### src/rtl/img_proc_pkg.sv
// Shared definitions for the binary-image bounding-box stage: FSM states,
// overlay colours and coordinate width.
package img_proc_pkg;

    localparam int COORD_W = 10;
    localparam int COUNT_W = 20;

    localparam logic [23:0] COLOR_WHITE = 24'hFFFFFF;
    localparam logic [23:0] COLOR_BLACK = 24'h000000;
    localparam logic [23:0] COLOR_RED   = 24'hFF0000;

    typedef enum logic [1:0] {
        ST_IDLE     = 2'd0,
        ST_WAIT_SOF = 2'd1,
        ST_ACTIVE   = 2'd2,
        ST_LATCH    = 2'd3
    } locator_state_t;

endpackage

### src/rtl/bit_box_locator_frame_pos_counter.sv
// Pixel position tracking for a vsync/href/clken stream, with edge detection
// and an out-of-display flag for pixels past the saturated coordinates.
module frame_pos_counter
    import img_proc_pkg::*;
#(
    parameter logic [COORD_W-1:0] IMG_HDISP = 10'd800,
    parameter logic [COORD_W-1:0] IMG_VDISP = 10'd600
) (
    input  logic               clk,
    input  logic               rst,
    input  logic               vsync,
    input  logic               href,
    input  logic               clken,
    output logic [COORD_W-1:0] x,
    output logic [COORD_W-1:0] y,
    output logic               in_range,
    output logic               vsync_rise,
    output logic               vsync_fall
);

    logic vsync_d;
    logic href_d;
    logic href_fall;
    logic x_over;
    logic y_over;

    assign vsync_rise = vsync & ~vsync_d;
    assign vsync_fall = ~vsync & vsync_d;
    assign href_fall  = ~href & href_d;
    assign in_range   = ~x_over & ~y_over;

    // Once the last column/line has been consumed the over flag marks any
    // further pixels as outside the display instead of wrapping the counter.
    always_ff @(posedge clk or posedge rst) begin
        if (rst) begin
            vsync_d <= 1'b0;
            href_d  <= 1'b0;
            x       <= '0;
            y       <= '0;
            x_over  <= 1'b0;
            y_over  <= 1'b0;
        end else begin
            vsync_d <= vsync;
            href_d  <= href;

            if (!href) begin
                x      <= '0;
                x_over <= 1'b0;
            end else if (vsync && clken && !x_over) begin
                if (x == IMG_HDISP - 10'd1) begin
                    x_over <= 1'b1;
                end else begin
                    x <= x + 10'd1;
                end
            end

            if (vsync_rise) begin
                y      <= '0;
                y_over <= 1'b0;
            end else if (vsync && href_fall && !y_over) begin
                if (y == IMG_VDISP - 10'd1) begin
                    y_over <= 1'b1;
                end else begin
                    y <= y + 10'd1;
                end
            end
        end
    end

endmodule

### src/rtl/bit_box_locator.sv
// Bounding box of white pixels per frame, latched at end of frame and drawn
// as a red rectangle over the following frame's binary image.
module bit_box_locator
    import img_proc_pkg::*;
#(
    parameter logic [COORD_W-1:0] IMG_HDISP  = 10'd800,
    parameter logic [COORD_W-1:0] IMG_VDISP  = 10'd600,
    parameter logic [COUNT_W-1:0] MIN_PIXELS = 20'd64
) (
    input  logic               clk,
    input  logic               rst,
    input  logic               per_frame_vsync,
    input  logic               per_frame_href,
    input  logic               per_frame_clken,
    input  logic               per_img_Bit,
    output logic               post_frame_vsync,
    output logic               post_frame_href,
    output logic               post_frame_clken,
    output logic [23:0]        post_img,
    output logic [COORD_W-1:0] box_xmin,
    output logic [COORD_W-1:0] box_xmax,
    output logic [COORD_W-1:0] box_ymin,
    output logic [COORD_W-1:0] box_ymax,
    output logic [COUNT_W-1:0] box_pixels,
    output logic               box_found,
    output logic               box_valid
);

    logic [COORD_W-1:0] x;
    logic [COORD_W-1:0] y;
    logic               in_range;
    logic               vsync_rise;
    logic               vsync_fall;
    logic               white_pixel;
    logic               on_border;

    locator_state_t     state;
    logic [COORD_W-1:0] acc_xmin;
    logic [COORD_W-1:0] acc_xmax;
    logic [COORD_W-1:0] acc_ymin;
    logic [COORD_W-1:0] acc_ymax;
    logic [COUNT_W-1:0] acc_count;

    frame_pos_counter #(
        .IMG_HDISP (IMG_HDISP),
        .IMG_VDISP (IMG_VDISP)
    ) u_pos (
        .clk        (clk),
        .rst        (rst),
        .vsync      (per_frame_vsync),
        .href       (per_frame_href),
        .clken      (per_frame_clken),
        .x          (x),
        .y          (y),
        .in_range   (in_range),
        .vsync_rise (vsync_rise),
        .vsync_fall (vsync_fall)
    );

    assign white_pixel = per_frame_vsync & per_frame_href & per_frame_clken
                       & in_range & per_img_Bit;

    assign on_border = (((x == box_xmin) || (x == box_xmax)) &&
                        (y >= box_ymin) && (y <= box_ymax)) ||
                       (((y == box_ymin) || (y == box_ymax)) &&
                        (x >= box_xmin) && (x <= box_xmax));

    // Results are loaded on the edge that enters LATCH so that box_valid and
    // the new box_* values appear together for exactly that one cycle.
    always_ff @(posedge clk or posedge rst) begin
        if (rst) begin
            state      <= ST_IDLE;
            acc_xmin   <= '0;
            acc_xmax   <= '0;
            acc_ymin   <= '0;
            acc_ymax   <= '0;
            acc_count  <= '0;
            box_xmin   <= '0;
            box_xmax   <= '0;
            box_ymin   <= '0;
            box_ymax   <= '0;
            box_pixels <= '0;
            box_found  <= 1'b0;
            box_valid  <= 1'b0;
        end else begin
            box_valid <= 1'b0;
            case (state)
                ST_IDLE: begin
                    if (!per_frame_vsync) begin
                        state <= ST_WAIT_SOF;
                    end
                end
                ST_WAIT_SOF: begin
                    if (vsync_rise) begin
                        state     <= ST_ACTIVE;
                        acc_xmin  <= IMG_HDISP - 10'd1;
                        acc_ymin  <= IMG_VDISP - 10'd1;
                        acc_xmax  <= '0;
                        acc_ymax  <= '0;
                        acc_count <= '0;
                    end
                end
                ST_ACTIVE: begin
                    if (vsync_fall) begin
                        state      <= ST_LATCH;
                        box_valid  <= 1'b1;
                        box_pixels <= acc_count;
                        if (acc_count >= MIN_PIXELS) begin
                            box_xmin  <= acc_xmin;
                            box_xmax  <= acc_xmax;
                            box_ymin  <= acc_ymin;
                            box_ymax  <= acc_ymax;
                            box_found <= 1'b1;
                        end else begin
                            box_xmin  <= '0;
                            box_xmax  <= '0;
                            box_ymin  <= '0;
                            box_ymax  <= '0;
                            box_found <= 1'b0;
                        end
                    end else if (white_pixel) begin
                        if (x < acc_xmin) acc_xmin <= x;
                        if (x > acc_xmax) acc_xmax <= x;
                        if (y < acc_ymin) acc_ymin <= y;
                        if (y > acc_ymax) acc_ymax <= y;
                        if (acc_count != 20'hFFFFF) acc_count <= acc_count + 20'd1;
                    end
                end
                ST_LATCH: begin
                    state <= ST_WAIT_SOF;
                end
                default: begin
                    state <= ST_IDLE;
                end
            endcase
        end
    end

    // Overlay uses the box latched from the previous frame.
    always_ff @(posedge clk or posedge rst) begin
        if (rst) begin
            post_frame_vsync <= 1'b0;
            post_frame_href  <= 1'b0;
            post_frame_clken <= 1'b0;
            post_img         <= COLOR_BLACK;
        end else begin
            post_frame_vsync <= per_frame_vsync;
            post_frame_href  <= per_frame_href;
            post_frame_clken <= per_frame_clken;
            if (!per_frame_href) begin
                post_img <= COLOR_BLACK;
            end else if (box_found && on_border) begin
                post_img <= COLOR_RED;
            end else if (per_img_Bit) begin
                post_img <= COLOR_WHITE;
            end else begin
                post_img <= COLOR_BLACK;
            end
        end
    end

endmodule

### config.mk
export PLATFORM = sky130hd
export DESIGN_NAME = bit_box_locator
export DESIGN_NICKNAME = d
export VERILOG_FILES = /design/src/rtl/img_proc_pkg.sv /design/src/rtl/bit_box_locator_frame_pos_counter.sv /design/src/rtl/bit_box_locator.sv
export SDC_FILE = /design/constraint.sdc
export NUM_CORES = 1
export LEC_CHECK = 0
export BUFFER_PORTS_ARGS = -buffer_cell sky130_fd_sc_hd__clkbuf_2
export CAP_MARGIN = 10
export CORE_ASPECT_RATIO = 0.8
export CORE_MARGIN = 2
export CORE_UTILIZATION = 59
export CTS_CLUSTER_SIZE = 25
export DETAILED_ROUTE_END_ITERATION = 7
export PLACE_DENSITY = 0.8
export REMOVE_ABC_BUFFERS = 1
export SLEW_MARGIN = 5
export SYNTH_ARGS = -nofsm -noshare
export SYNTH_HDL_FRONTEND = slang
export SYNTH_SLANG_ARGS = --single-unit
### constraint.sdc
create_clock -name clk -period 5.5 [get_ports clk]
set_input_delay 0 -clock clk [delete_from_list [all_inputs] [get_ports clk]]
set_output_delay 0 -clock clk [all_outputs]
set_load 0.05 [all_outputs]
# After elaboration in Yosys (flattened, before gate mapping)
# Index checks and enable logic that the tools add are counted.
# classes
add_sub_neg	3
n_bitwise	13
n_mux	50
eq_ne	24
magnitude_cmp	9
n_reduce_logical	29
# op_table
op	n
2-to-1 mux 10 bit	25
2-to-1 mux 20 bit	4
one-hot mux 10 bit (2 select lines)	4
2-to-1 mux 24 bit	3
equality test 10 bit	4
one-hot mux 20 bit (2 select lines)	1
AND reduction 5 bit	5
adder 10 x 1 -> 10 bit (second input constant)	2
adder 20 x 1 -> 20 bit (second input constant)	1
equality test 10 bit (second input constant)	2
greater-or-equal comparator 10 bit	2
greater-or-equal comparator 20 x 7 -> 1 bit (second input constant)	1
> comparator 10 bit	2
less-or-equal comparator 10 bit	2
less-than comparator 10 bit	2
inequality test 20 bit (second input constant)	1
inequality test 2 bit (second input constant)	9
inequality test 2 x 1 -> 1 bit (second input constant)	5
AND reduction 2 bit	5
logical AND 1 bit	9
2-to-1 mux 1 bit	9
bitwise AND 1 bit	8
one-hot mux 2 bit (4 select lines)	1
2-to-1 mux 2 bit	3
other kinds (8)	18
# totals
register_bits	173
output_inout_bits	89
in_bits	6
wordCells	149

# Depth between registers and ports, before layout
# logic_depth
ltp_word	8
ltp_mapped	10
depth_no_buf	8

# By module
# A second synthesis with hierarchy kept.
# unflattened
hier_cells	905
hier_area_um2	8858.5
# modules_own_cells
module	n_inst	area_each_um2	seq_area_each_um2	cells_each
bit_box_locator	1	7556.0	3228.1	770
frame_pos_counter	1	1302.5	600.6	135

# Worst setup path after synthesis
# OpenSTA, ideal clock, no wires.
# synth_timing
path_kind	reg2reg
start	reg u_pos.y[3]
end	reg acc_ymax[0]
required_ps	5374
stages_incl_launch_ff	9
synth_period_minus_slack_ps	2270
arrival_time_ps	2143
setup_slack_ps	3230
n_path_buf	1
setup_ps	126
path_cell_list	dfrtp_1 > ha_1 > a21o_1 > a21o_1 > a21oi_1 > o211a_1 > clkbuf_1 > nor3_1 > a311o_1
# synth_between
elab_chain_len	3
# synth_lines
element	line_no	source
from (decl)	bit_box_locator_frame_pos_counter.sv:15	output logic [COORD_W-1:0] y,
from (signal assigned)	bit_box_locator_frame_pos_counter.sv:64	y <= y + 10'd1;
> comparator 10 bit	bit_box_locator.sv:125	if (y > acc_ymax) acc_ymax <= y;
inequality test 2 bit (no source line)	n/a	
AND reduction 5 bit (no source line)	n/a	
to (signal assigned)	bit_box_locator.sv:125	
to (decl)	bit_box_locator.sv:41	logic [COORD_W-1:0] acc_ymax;
# No other way between the ends.
# A chain may end at the register's enable or synchronous reset.

# Final worst setup path
# layout_timing
start	reg state[0]
end	reg acc_xmin[6]
# layout_between
elab_chain_len	3
word_cells_on_any_way	9
classes_between	6 x eq/ne; 1 x mux; 2 x reduce/logical
# layout_lines
element	line_no	source
from (decl)	bit_box_locator.sv:37	locator_state_t state;
from (signal assigned)	bit_box_locator.sv:72	state <= ST_IDLE;
from (signal assigned)	bit_box_locator.sv:90	state <= ST_WAIT_SOF;
from (signal assigned)	bit_box_locator.sv:95	state <= ST_ACTIVE;
equality test 2 bit / equality test 2 x 1 -> 1 bit (equally long branches)	bit_box_locator.sv:87	case (state)
inequality test 2 bit (no source line), or another cell as far along	n/a	
AND reduction 5 bit (no source line)	n/a	
to (signal assigned)	bit_box_locator.sv:96	acc_xmin <= IMG_HDISP - 10'd1;
to (decl)	bit_box_locator.sv:38	logic [COORD_W-1:0] acc_xmin;
# Several ways; a longest one is shown, not always the timed one.

==> impl_metrics.csv <==
group,metric,value,unit
timing,hold_viol,0,
logic_synthesis,ys.flop_type,"dfrtp_1",
grt,antenna_found_initial,0,
logic_synthesis,synth_top_area_share,43.9,%
logic_synthesis,ys_seq_area_share,43.9,%
clocking,cts_setup_buffers,0,
worst_setup_path,cp-end-kind,"flop",
worst_setup_path,worstPathRequired,5.79,ns
clocking,clock_sinks,151,
status,outcome,"finished, final reports clean",
logic_synthesis,syn_inst,874,
route,drtIter0Drc,589,
final_layout,fillers,1087,
floorplanning,start_util,60.3,%
worst_setup_path,critPathTopFamily,"simple AND/OR/NAND/NOR gates",
timing,fin_crit_sh,54.0,%
timing,setup_tns,0,ns
worst_setup_path,worstSetupStartpointType,"flop",
clocking,clock_latency,0.44,ns
placed_design,portBuffers,94,
worst_setup_path,worstPathMaxFanout,37,
placed_design,gp_congestion,0.848,
timing,relSlewSlack,22.8,%
logic_synthesis,synth_common_cells,"dfrtp_1 (151), inv_1 (92), ha_1 (85)",
route,wl,20.5,mm
clocking,path_clk_slew,0.06,ns
worst_setup_path,cp_slowest_cell,"nor2_2",
route,vias,6846,
worst_setup_path,crit_path_frequent_cell,"buf_4",
timing,worst_slew_pin_slew,1.15,ns
timing,drv_slew,0,
grt,track_usage,27.7,%
logic_synthesis,synthTopCellsByArea,"dfrtp_1 (44%), ha_1 (12%), inv_1 (4.0%)",
power,peakVddDrop,330,uV
final_layout,drive_gt1_share,17.1,%
timing,setup_violations,0,
power,powerDensity,446,mW/mm^2
worst_setup_path,max_stage_delay,0.67,ns
logic_synthesis,synth.most_common_cell,"dfrtp_1",
floorplanning,num_rows,39,
floorplanning,dieHeight,112,um
power,p_leak,0.00480,uW
worst_setup_path,cp_data_arrival_time,3.26,ns
logic_synthesis,yosysWarnings,0,
route,ant_nets,0,
final_layout,final_cells,1142,
grt,grt_pass1_wl,34.4,mm
power,power,4370,uW
logic_synthesis,synth_area_leader_cell,"dfrtp_1",
route,route.detailed.drc,0,
floorplanning,core,0.0143,mm^2
grt,gr-total-overflow,0,
clocking,cts_tree,"done",
worst_setup_path,crit_chain,"inv_1, ha_1, buf_4, nor2_1, a211o_1, nor2_2, buf_4, o32ai_1",
placed_design,dp_hpwl,13.7,mm
floorplanning,dieArea,0.0156,mm^2
timing,fmax,337,MHz
timing,rsz0062_at_grt,"no",
clocking,max-clock-path-buffers,2,
worst_hold_path,hold_class,"in -> reg",
placed_design,dp_cells,1105,
route,routedWlPerCell,17.9,um
final_layout,n_antenna_cell,0,
logic_synthesis,synth-edff-count,0,
timing,finalClockSkew,0.0101,ns
logic_synthesis,synth_area,0.00862,mm^2
logic_synthesis,yosysUniqueCellTypes,64,
floorplanning,die_x,139,um
grt,grt_pass1_vias,6737,
final_layout,syn2layout_area_growth,13.8,%
worst_setup_path,cp_num_buf_inv,3,
final_layout,layout.nets,1036,
route,via_per_inst,5.99,
worst_setup_path,crit_type,"reg -> reg",
route,drt-pass1-iter-count,5,
clocking,numCtsBuffers,17,
clocking,htree_levels,4,
grt,grt_max_degree,86,
clocking,clockRootBuffer,"clkbuf_16",
floorplanning,pin_count,95,
logic_synthesis,avgSynthCellArea,9.86,um^2
logic_synthesis,async_reset_ff_share,100,%
job,maxCapViolations,0,
logic_synthesis,ys_seq_elements,151,
timing,layout_min_cycle_time,2.97,ns
-- state kept, by name, summed over array words and instances, names as in the netlist, 2 cells and up --
name and count:
box_pixels 20, state 2, box_xmin 10, box_ymax 10
acc_xmin 10, acc_ymax 10, acc_count 20, acc_xmax 10
box_ymin 10, box_xmax 10, post_img 2, acc_ymin 10
u_pos.y 10, u_pos.x 10
-- through the flow --
stage | cell area (um^2) | worst slack [ns] | hold slack [ns] | util, %
6_report | 9800 | 2.53 | 0.274 | 68.6
5_1_grt | 9800 | 2.40 | 0.294 | 68.6
4_1_cts | 9800 | 2.57 | 0.272 | 68.6
3_5_place_dp | 9090 | 2.60 | 0.168 | 63.6
3_3_place_gp | 9090 | 2.68 | 0.165 | 63.6
2_1_floorplan | 8310 | 0.449 | 0.0314 | -
-- final cells by class --
type / count / area (um^2) / area share (%)
well taps: 184 / 230 / 2.35
inverters: 94 / 358 / 3.65
flip-flops and latches: 151 / 3780 / 38.5
repair buffers: 105 / 566 / 5.77
clock buffers: 24 / 502 / 5.12
clock inverters: 8 / 165 / 1.68
multi-input cells: 576 / 4200 / 42.9
-- worst paths after layout --
kind / start / end / slack [ns] / depth (start not counted)
worst max register to register: state[0] / acc_xmin[6] / 2.53 / 8
worst min register to register: box_pixels[16] / box_pixels[16] / 0.48 / 2
max in group asynchronous: rst / box_ymax[4] / 3.86 / 4
min in group asynchronous: rst / box_xmin[3] / 0.28 / 3
worst min-delay path: per_frame_clken / post_frame_clken / 0.27 / 2
worst max-delay path: state[0] / acc_xmin[6] / 2.53 / 8
-- layer usage --
metal	track usage (%)	vias to the layer above	share of wire, %
met4	9.09	0	1.6
met3	4.74	29	5.2
met1	38.8	3358	45
met2	44.5	217	48
li1	-	3242	-
met5	0	-	0
-- worst register-to-register path: stages (launching register included) --
cell and delay (ns):
dfrtp_1 0.38, inv_1 0.11, ha_1 0.15, buf_4 0.35, nor2_1 0.17, a211o_1 0.50
nor2_2 0.67, buf_4 0.37, o32ai_1 0.13
-- placed cells by master (no fill, tap or decap), types with 8 or more instances in the layout --
cell type,instances
clkbuf_2,94
nand2_1,74
and3_1,10
mux2_2,23
xnor2_1,15
dfrtp_1,151
nor3_1,11
o32a_1,14
o21ai_0,58
a32o_1,10
clkbuf_16,17
nand4_1,29
nand2b_1,10
o32ai_1,8
and2_1,9
a21oi_1,30
ha_1,85
nor2_1,44
nand3_1,27
inv_1,91
xor2_1,14
a21o_1,17
-- report_power, final --
| part | leakage [uW] | total, uW | switching [uW] | internal [uW] |
|---|---|---|---|---|
| registers | 0.00200 | 1360 | 104 | 1260 |
| clock network | 0.000330 | 1320 | 456 | 863 |
| logic | 0.00247 | 1690 | 1260 | 431 |
| total | 0.00480 | 4370 | 1820 | 2550 |
-- logic make-up after synthesis --
kind of cell,share of synthesized area [%]
adder cells (fa/ha/maj),12.3
AND/OR/NAND/NOR,14.9
XOR/XNOR,2.95
AO/OA/AOI/OAI,14.7
buffers and inverters,7.61
flip-flops,43.9
multiplexers,3.70
-- timing repair --
item                      4_1_cts  5_1_grt
gates resized for setup         0        0
hold endpoints to repair       91        0
hold buffers                    5        0
(Power assumes the default switching activity.)
